==> src/rtl/wb_slave_sequencer_pkg.sv <==
// Shared definitions for the nebula_ii user-area bus: slot map, error data word
// and the sequencer state encoding.
package nebula_ii_pkg;

   localparam int SLOT_GPIO      = 0;
   localparam int SLOT_LA        = 1;
   localparam int SLOT_TEAM_BASE = 2;

   localparam logic [31:0] WB_ERR_DATA = 32'hDEAD_BEEF;

   localparam int TIMER_W = 8;

   typedef enum logic [1:0] {
      IDLE   = 2'd0,
      ACTIVE = 2'd1,
      RESP   = 2'd2
   } seq_state_t;

endpackage

==> src/rtl/wb_slave_sequencer_if.sv <==
// Host-side Wishbone port of the user-area bus sequencer.
interface wb_slave_sequencer_if;

   logic        wbs_cyc_i;
   logic        wbs_stb_i;
   logic [31:0] wbs_adr_i;
   logic        wbs_ack_o;
   logic [31:0] wbs_dat_o;

   modport master (
      output wbs_cyc_i,
      output wbs_stb_i,
      output wbs_adr_i,
      input  wbs_ack_o,
      input  wbs_dat_o
   );

   modport slave (
      input  wbs_cyc_i,
      input  wbs_stb_i,
      input  wbs_adr_i,
      output wbs_ack_o,
      output wbs_dat_o
   );

endinterface

==> src/rtl/wb_timeout_counter.sv <==
// Watchdog timer for a selected slave: clears while not in use, counts while
// enabled and flags the last cycle the slave is allowed before a forced error.
module wb_timeout_counter
   import nebula_ii_pkg::*;
#(
   parameter int TIMEOUT_CYCLES = 255
) (
   input  logic clk,
   input  logic rst_n,
   input  logic clr,
   input  logic en,
   output logic expired
);

   logic [TIMER_W-1:0] count;

   always_ff @(posedge clk or negedge rst_n) begin
      if (!rst_n) begin
         count <= '0;
      end else if (clr) begin
         count <= '0;
      end else if (en) begin
         count <= count + TIMER_W'(1);
      end
   end

   assign expired = (count == TIMER_W'(TIMEOUT_CYCLES - 1));

endmodule

==> src/rtl/wb_slave_sequencer.sv <==
// Wishbone front end of the user area: routes one host transaction at a time to
// a single slave slot and guarantees a response via unmapped/timeout errors.
module wb_slave_sequencer
   import nebula_ii_pkg::*;
#(
   parameter  int NUM_TEAMS      = 1,
   parameter  int TIMEOUT_CYCLES = 255,
   localparam int NSLOTS         = NUM_TEAMS + SLOT_TEAM_BASE
) (
   input  logic                   wb_clk_i,
   input  logic                   wb_rst_ni,
   wb_slave_sequencer_if.slave    wbs,
   output logic [NSLOTS-1:0]      slv_stb_o,
   input  logic [NSLOTS-1:0]      slv_ack_i,
   input  logic [32*NSLOTS-1:0]   slv_dat_i,
   output logic [31:0]            adr_truncated_o,
   output logic                   timeout_o,
   output logic [7:0]             err_cnt_o
);

   seq_state_t        state;
   logic [3:0]        sel_slot;
   logic [3:0]        dec_slot;
   logic              dec_mapped;
   logic [NSLOTS-1:0] dec_onehot;
   logic              ack_sel;
   logic [31:0]       dat_sel;
   logic              timer_clr;
   logic              timer_en;
   logic              timer_expired;
   logic              unused_adr;

   function automatic logic [7:0] sat_inc(input logic [7:0] v);
      return (v == 8'hFF) ? v : v + 8'd1;
   endfunction

   assign adr_truncated_o = {16'h0000, wbs.wbs_adr_i[15:0]};
   assign unused_adr      = ^wbs.wbs_adr_i[31:20];

   assign dec_slot   = wbs.wbs_adr_i[19:16];
   assign dec_mapped = ({1'b0, dec_slot} < 5'(NSLOTS));

   always_comb begin
      dec_onehot = '0;
      for (int s = 0; s < NSLOTS; s++) begin
         dec_onehot[s] = (dec_slot == 4'(s));
      end
   end

   // Only the latched slot's ack and data are visible; everything else is ignored.
   always_comb begin
      ack_sel = 1'b0;
      dat_sel = '0;
      for (int s = 0; s < NSLOTS; s++) begin
         if (sel_slot == 4'(s)) begin
            ack_sel = slv_ack_i[s];
            dat_sel = slv_dat_i[32*s +: 32];
         end
      end
   end

   assign timer_clr = (state != ACTIVE);
   assign timer_en  = (state == ACTIVE);

   wb_timeout_counter #(
      .TIMEOUT_CYCLES(TIMEOUT_CYCLES)
   ) u_timeout (
      .clk     (wb_clk_i),
      .rst_n   (wb_rst_ni),
      .clr     (timer_clr),
      .en      (timer_en),
      .expired (timer_expired)
   );

   always_ff @(posedge wb_clk_i or negedge wb_rst_ni) begin
      if (!wb_rst_ni) begin
         state         <= IDLE;
         sel_slot      <= '0;
         slv_stb_o     <= '0;
         wbs.wbs_ack_o <= 1'b0;
         wbs.wbs_dat_o <= '0;
         timeout_o     <= 1'b0;
         err_cnt_o     <= '0;
      end else begin
         wbs.wbs_ack_o <= 1'b0;
         wbs.wbs_dat_o <= '0;
         timeout_o     <= 1'b0;
         case (state)
            IDLE: begin
               if (wbs.wbs_cyc_i && wbs.wbs_stb_i) begin
                  if (dec_mapped) begin
                     sel_slot  <= dec_slot;
                     slv_stb_o <= dec_onehot;
                     state     <= ACTIVE;
                  end else begin
                     wbs.wbs_ack_o <= 1'b1;
                     wbs.wbs_dat_o <= WB_ERR_DATA;
                     err_cnt_o     <= sat_inc(err_cnt_o);
                     state         <= RESP;
                  end
               end
            end
            ACTIVE: begin
               // A host that has dropped cyc is gone; never answer it.
               if (!wbs.wbs_cyc_i) begin
                  slv_stb_o <= '0;
                  state     <= IDLE;
               end else if (ack_sel) begin
                  slv_stb_o     <= '0;
                  wbs.wbs_ack_o <= 1'b1;
                  wbs.wbs_dat_o <= dat_sel;
                  state         <= RESP;
               end else if (timer_expired) begin
                  slv_stb_o     <= '0;
                  wbs.wbs_ack_o <= 1'b1;
                  wbs.wbs_dat_o <= WB_ERR_DATA;
                  timeout_o     <= 1'b1;
                  err_cnt_o     <= sat_inc(err_cnt_o);
                  state         <= RESP;
               end
            end
            RESP: begin
               state <= IDLE;
            end
            default: begin
               slv_stb_o <= '0;
               state     <= IDLE;
            end
         endcase
      end
   end

endmodule

==> src/flat_wrapper.sv <==
// flat-port wrapper written by rule: the top's interface ports become plain ports
module wb_slave_sequencer_flat import nebula_ii_pkg::*;
#(
   parameter  int NUM_TEAMS      = 1,
   parameter  int TIMEOUT_CYCLES = 255,
   localparam int NSLOTS         = NUM_TEAMS + SLOT_TEAM_BASE
)
  (wb_clk_i, wb_rst_ni, slv_stb_o, slv_ack_i, slv_dat_i, adr_truncated_o, timeout_o, err_cnt_o, wbs_wbs_cyc_i, wbs_wbs_stb_i, wbs_wbs_adr_i, wbs_wbs_ack_o, wbs_wbs_dat_o);
  wb_slave_sequencer_if wbs_i ();
  input  logic wb_clk_i;
  input  logic wb_rst_ni;
  output logic [NSLOTS-1:0] slv_stb_o;
  input  logic [NSLOTS-1:0] slv_ack_i;
  input  logic [32*NSLOTS-1:0] slv_dat_i;
  output logic [31:0] adr_truncated_o;
  output logic timeout_o;
  output logic [7:0] err_cnt_o;
  input wire logic [$bits(wbs_i.wbs_cyc_i)-1:0] wbs_wbs_cyc_i;
  input wire logic [$bits(wbs_i.wbs_stb_i)-1:0] wbs_wbs_stb_i;
  input wire logic [$bits(wbs_i.wbs_adr_i)-1:0] wbs_wbs_adr_i;
  output wire logic [$bits(wbs_i.wbs_ack_o)-1:0] wbs_wbs_ack_o;
  output wire logic [$bits(wbs_i.wbs_dat_o)-1:0] wbs_wbs_dat_o;
  assign wbs_i.wbs_cyc_i = wbs_wbs_cyc_i;
  assign wbs_i.wbs_stb_i = wbs_wbs_stb_i;
  assign wbs_i.wbs_adr_i = wbs_wbs_adr_i;
  assign wbs_wbs_ack_o = wbs_i.wbs_ack_o;
  assign wbs_wbs_dat_o = wbs_i.wbs_dat_o;
  wb_slave_sequencer #(.NUM_TEAMS(NUM_TEAMS), .TIMEOUT_CYCLES(TIMEOUT_CYCLES)) u_core (.wb_clk_i(wb_clk_i), .wb_rst_ni(wb_rst_ni), .wbs(wbs_i), .slv_stb_o(slv_stb_o), .slv_ack_i(slv_ack_i), .slv_dat_i(slv_dat_i), .adr_truncated_o(adr_truncated_o), .timeout_o(timeout_o), .err_cnt_o(err_cnt_o));
endmodule
==> config.mk <==
export PLATFORM = sky130hd
export DESIGN_NAME = wb_slave_sequencer_flat
export DESIGN_NICKNAME = d
export VERILOG_FILES = /design/src/rtl/wb_slave_sequencer_pkg.sv /design/src/rtl/wb_slave_sequencer_if.sv /design/src/rtl/wb_timeout_counter.sv /design/src/rtl/wb_slave_sequencer.sv /design/src/flat_wrapper.sv
export SDC_FILE = /design/constraint.sdc
export NUM_CORES = 1
export LEC_CHECK = 0
export BUFFER_PORTS_ARGS = -buffer_cell sky130_fd_sc_hd__buf_4
export CORE_ASPECT_RATIO = 0.7
export CORE_MARGIN = 5
export CORE_UTILIZATION = 40
export CTS_BUF_LIST = sky130_fd_sc_hd__clkbuf_4 sky130_fd_sc_hd__clkbuf_8
export CTS_CLUSTER_SIZE = 16
export DETAILED_ROUTE_END_ITERATION = 10
export PLACE_DENSITY = 0.8
export SLEW_MARGIN = 20
export SYNTH_ARGS = -nofsm -noshare
export SYNTH_HDL_FRONTEND = slang
export SYNTH_SLANG_ARGS = --single-unit
==> constraint.sdc <==
create_clock -name wb_clk_i -period 1.8 [get_ports wb_clk_i]
set_input_delay 0.09 -clock wb_clk_i [delete_from_list [all_inputs] [get_ports wb_clk_i]]
set_output_delay 0.09 -clock wb_clk_i [all_outputs]
set_load 0.02 [all_outputs]
==> parameters.txt <==
Parameter                              Value

Setup path
  Crit path arrival time ... 1.99 ns
  Crit Reg-Reg Startpoint ... u_core.u_timeout.count[3]
  Start point of the critical path ... u_core.u_timeout.count[3]
  Crit path required time ... 2.05 ns
  Worst Setup End Kind ... register
  Setup slack, reg-to-reg ... 0.06 ns
  Worst-path cell with the longest stage delay ... dfrtp_1
  Maximum fanout count along the critical path ... 26
  Kind of critical path ... register to register
  List of cells traversed by the critical path ... and4_4 -> nand4_4 -> or3_1 -> and3_1 -> buf_12 -> a21oi_1
  Biggest cell delay along the critical path ... 0.38 ns
  Category of the worst setup path launch point ... register

Global routing
  Combined global-route utilization of all metal layers ... 19.00%
  Vias in the first global route ... 3116
  Global-route wire length before repair ... 15.70 mm
  Largest net degree at the start of global routing ... 60
  Antenna violations before repair ... 0
  Global route overflow ... 0

Placement
  Final weighted congestion in routability-driven placement ... 0.8526
  Number of buffers added on ports ... 151
  Cell count after placement ... 594
  Half-perimeter wire length after placement ... 7.482 mm

Synth
  Main combinational cell family by area after synthesis ... compound AO/OA/AOI/OAI gates
  Dominant cells by area after synthesis ... dfrtp_1, nand2_1, o21ai_0
  Most common cell in the synthesized netlist ... nand2_1
  Total standard cell area after synthesis ... 0.003246 mm^2
  Number of enable flip-flop cells after synthesis ... 0
  Synth Instances ... 358
  Top cell type by total area after synthesis ... dfrtp_1
  Share of synthesized registers carrying an async set or reset ... 100.0%
  Mapped Avg Cell Area ... 9.066 um^2
  Portion of netlist area occupied by mux cells ... 2.043%
  Number of library cell types mapped by synthesis ... 43
  Sequential share of the synthesized area ... 45.49%
  Adder and majority gate portion of the synthesized area ... 1.157%
  Seq cells post-synth ... 59
  Synth Area in Simple Gates ... 17.35%
  Fraction of the mapped netlist area in compound gates ... 19.35%
  Commonest register cell after synthesis ... dfrtp_1
  Top cells by count, synth ... nand2_1, dfrtp_1, o21ai_0
  Area share of the largest cell type after synthesis ... 45.49%
  Xor and xnor area share after synthesis ... 3.508%
  Count of warnings emitted by yosys ... 0

Pwr
  Total Power ... 4620 uW
  Combinational Power Share ... 36.3%
  Areal power density over the cells ... 962.6 mW/mm^2
  Net switching power of the design ... 1570 uW
  Part of the total power dissipated in the clock network ... 29.9%
  Static leakage ... 0.002424 uW
  Part of the power in registers ... 33.8%
  Internal portion of total power ... 3050 uW
  VDD IR-drop max ... 0.0004271 V
  Switching share of total power ... 33.98%

Route
  Via count ... 3090
  Total detailed-routing wirelength ... 9.948 mm
  Number of DRC markers after the initial detailed-route iteration ... 123
  Remaining antenna violation count ... 0
  Post-detailed-route wirelength per cell ... 16.12 um
  Routed vias/inst ... 5.008
  Total iterations of the first detailed-routing run ... 4
  DRC violations left ... 0

STA
  Actual slew at the worst max-slew pin ... 0.7453 ns
  Max Clk Rate ... 0.5759 GHz
  Final critical path time including I/O delays and setup ... 1.736 ns
  Setup repair after global routing missed its margin ... true
  Maximum clock skew at final layout ... 0.008697 ns
  Post-route fraction of the period consumed by the critical path ... 96.46%
  Final hold viol count ... 0
  Count of final setup violators ... 0
  Final sum of negative setup slack ... 0 ns
  Number of slew-limit violations in the final report ... 0
  Relative slew margins ... 50.31%

Cells and area
  Finished Layout Cells ... 617
  Number of nets at the end of the flow ... 649
  Number of antenna diodes ... 0
  Share of layout cells above drive strength 1 ... 44.19%
  Fillers ... 694
  Growth of design area from synthesis to finish ... 47.88%

Floorplanning
  Die footprint ... 0.01004 mm^2
  Initial core utilization ... 41.23%
  Vertical die dimension ... 85.37 um
  Number of top-level pins ... 212
  Horiz. Die Dim ... 117.7 um
  Core Area ... 0.007871 mm^2
  Row count ... 27

Run
  # Max-Cap Violations ... 0

CTS
  TritonCTS clock tree ... done
  H-tree lvl count ... 3
  Reg clk slew, reported paths ... 0.07 ns
  CTS max path bufs ... 2
  Worst-Skew Late Latency ... 0.33 ns
  Inserted Clock Buffers ... 9
  Root Driver ... clkbuf_8
  Clock sink count ... 59

Worst hold path
  Start point of the worst hold path ... slv_dat_i[61]
  Hold/Removal Path Class ... input port to register

Outcome
  Run status ... finished clean
[routing by layer]
metal  wire length (um)  share of wire, %  up-vias  global-route usage (%)
met3                833               8.4       14                   6.196
met5                  0                 0        -                       0
met2               4896                49      143                   32.19
met1               4071                41     1453                   23.11
met4                148               1.5        0                   6.042
li1                   -                 -     1480                       -
[per-stage QoR]
| step | utilization, % | hold WS (ns) | instance area, um^2 | setup WS, ns |
|---|---|---|---|---|
| finish | 60.98 | 0.02194 | 4800 | 0.06365 |
| detailed placement | 56.26 | 0.1801 | 4428 | -0.01434 |
| floorplan | - | -0.2056 | 3309 | -0.01201 |
| global route | 60.98 | 0.01952 | 4800 | -0.03077 |
| global placement | 56.26 | 0.1801 | 4428 | 0.06186 |
| CTS | 59.64 | 0.003697 | 4695 | -0.01699 |
[worst paths after layout]
kind	to	cells past startpoint
max in group asynchronous	u_core.u_timeout.count[5]	2
min in group asynchronous	u_core.err_cnt_o[6]	2
min reg2reg	u_core.err_cnt_o[7]	1
max	u_core.wbs.wbs_dat_o[1]	6
min	u_core.wbs.wbs_dat_o[29]	3
max reg2reg	u_core.wbs.wbs_dat_o[1]	6
[layout by cell type, fill, tap and decap left out, types with 2 or more instances in the layout]
cell type,synthesis,routed
a21oi_2,20,21
and2_1,2,2
a21oi_1,9,7
conb_1,1,16
nor2_1,21,20
nand4_1,6,6
inv_1,5,5
o21ai_1,6,6
a211oi_1,9,9
and3_1,5,5
dfrtp_1,59,59
o21ai_0,48,48
buf_4,32,167
and3b_1,2,2
ha_1,3,2
nand3_1,7,7
buf_6,3,4
dlygate4sd3_1,0,4
buf_12,0,2
mux2_2,4,4
xnor2_1,8,8
nor3b_1,2,2
clkbuf_8,0,11
xor2_1,5,5
bufinv_16,0,2
nand2_1,65,64
[registers in the layout, indices dropped and copies added, names as in the netlist]
name,cells
u_core.err_cnt_o,8
u_core.sel_slot,4
u_core.slv_stb_o,3
u_core.state,2
u_core.timeout_o,1
u_core.u_timeout.count,8
u_core.wbs.wbs_ack_o,1
u_core.wbs.wbs_dat_o,32
[worst max-delay path, delay by kind of cell, from the launching register on]
kind	cells	cell delay, ns
buffers and inverters	1	0.18
flip-flops	1	0.38
AND/OR/NAND/NOR	4	0.96
AO/OA/AOI/OAI	1	0.12
[what timing repair did]
item / in CTS / in global routing
gates resized for setup: 1 / 11
hold endpoints to repair: 61 / 1
cloned: 0 / 2
setup endpoints to repair: 3 / 30
buffers inserted: 0 / 1
hold buffers: 3 / 1
pin swaps: 0 / 0
[final cells by class]
cell class / count / area [um^2] / area share, %
inverters: 5 / 18.77 / 0.3910
clock inverters: 4 / 72.57 / 1.512
repair buffers: 178 / 1404 / 29.25
well taps: 101 / 126.4 / 2.633
flip-flops and latches: 59 / 1476 / 30.76
clock buffers: 12 / 158.9 / 3.311
multi-input cells: 258 / 1543 / 32.14
[kinds of logic after synthesis]
| family | Yosys count |
|---|---|
| buffers and inverters | 56 |
| flip-flops | 59 |
| multiplexers | 6 |
| adder cells (fa/ha/maj) | 3 |
| other | 1 |
| XOR/XNOR | 13 |
| AND/OR/NAND/NOR | 120 |
| AO/OA/AOI/OAI | 100 |
[power groups by stage]
| stage | registers, uW | clock network [uW] | logic [uW] |
|---|---|---|---|
| 2_1_floorplan | 1700 | 0 | 833 |
| 3_3_place_gp | 1580 | 0 | 1520 |
| 3_5_place_dp | 1580 | 0 | 1580 |
| 4_1_cts | 1560 | 1420 | 1590 |
| 5_1_grt | 1580 | 1490 | 1820 |
| 6_report | 1560 | 1380 | 1680 |
No activity file was read; power rests on OpenSTA's default activity.
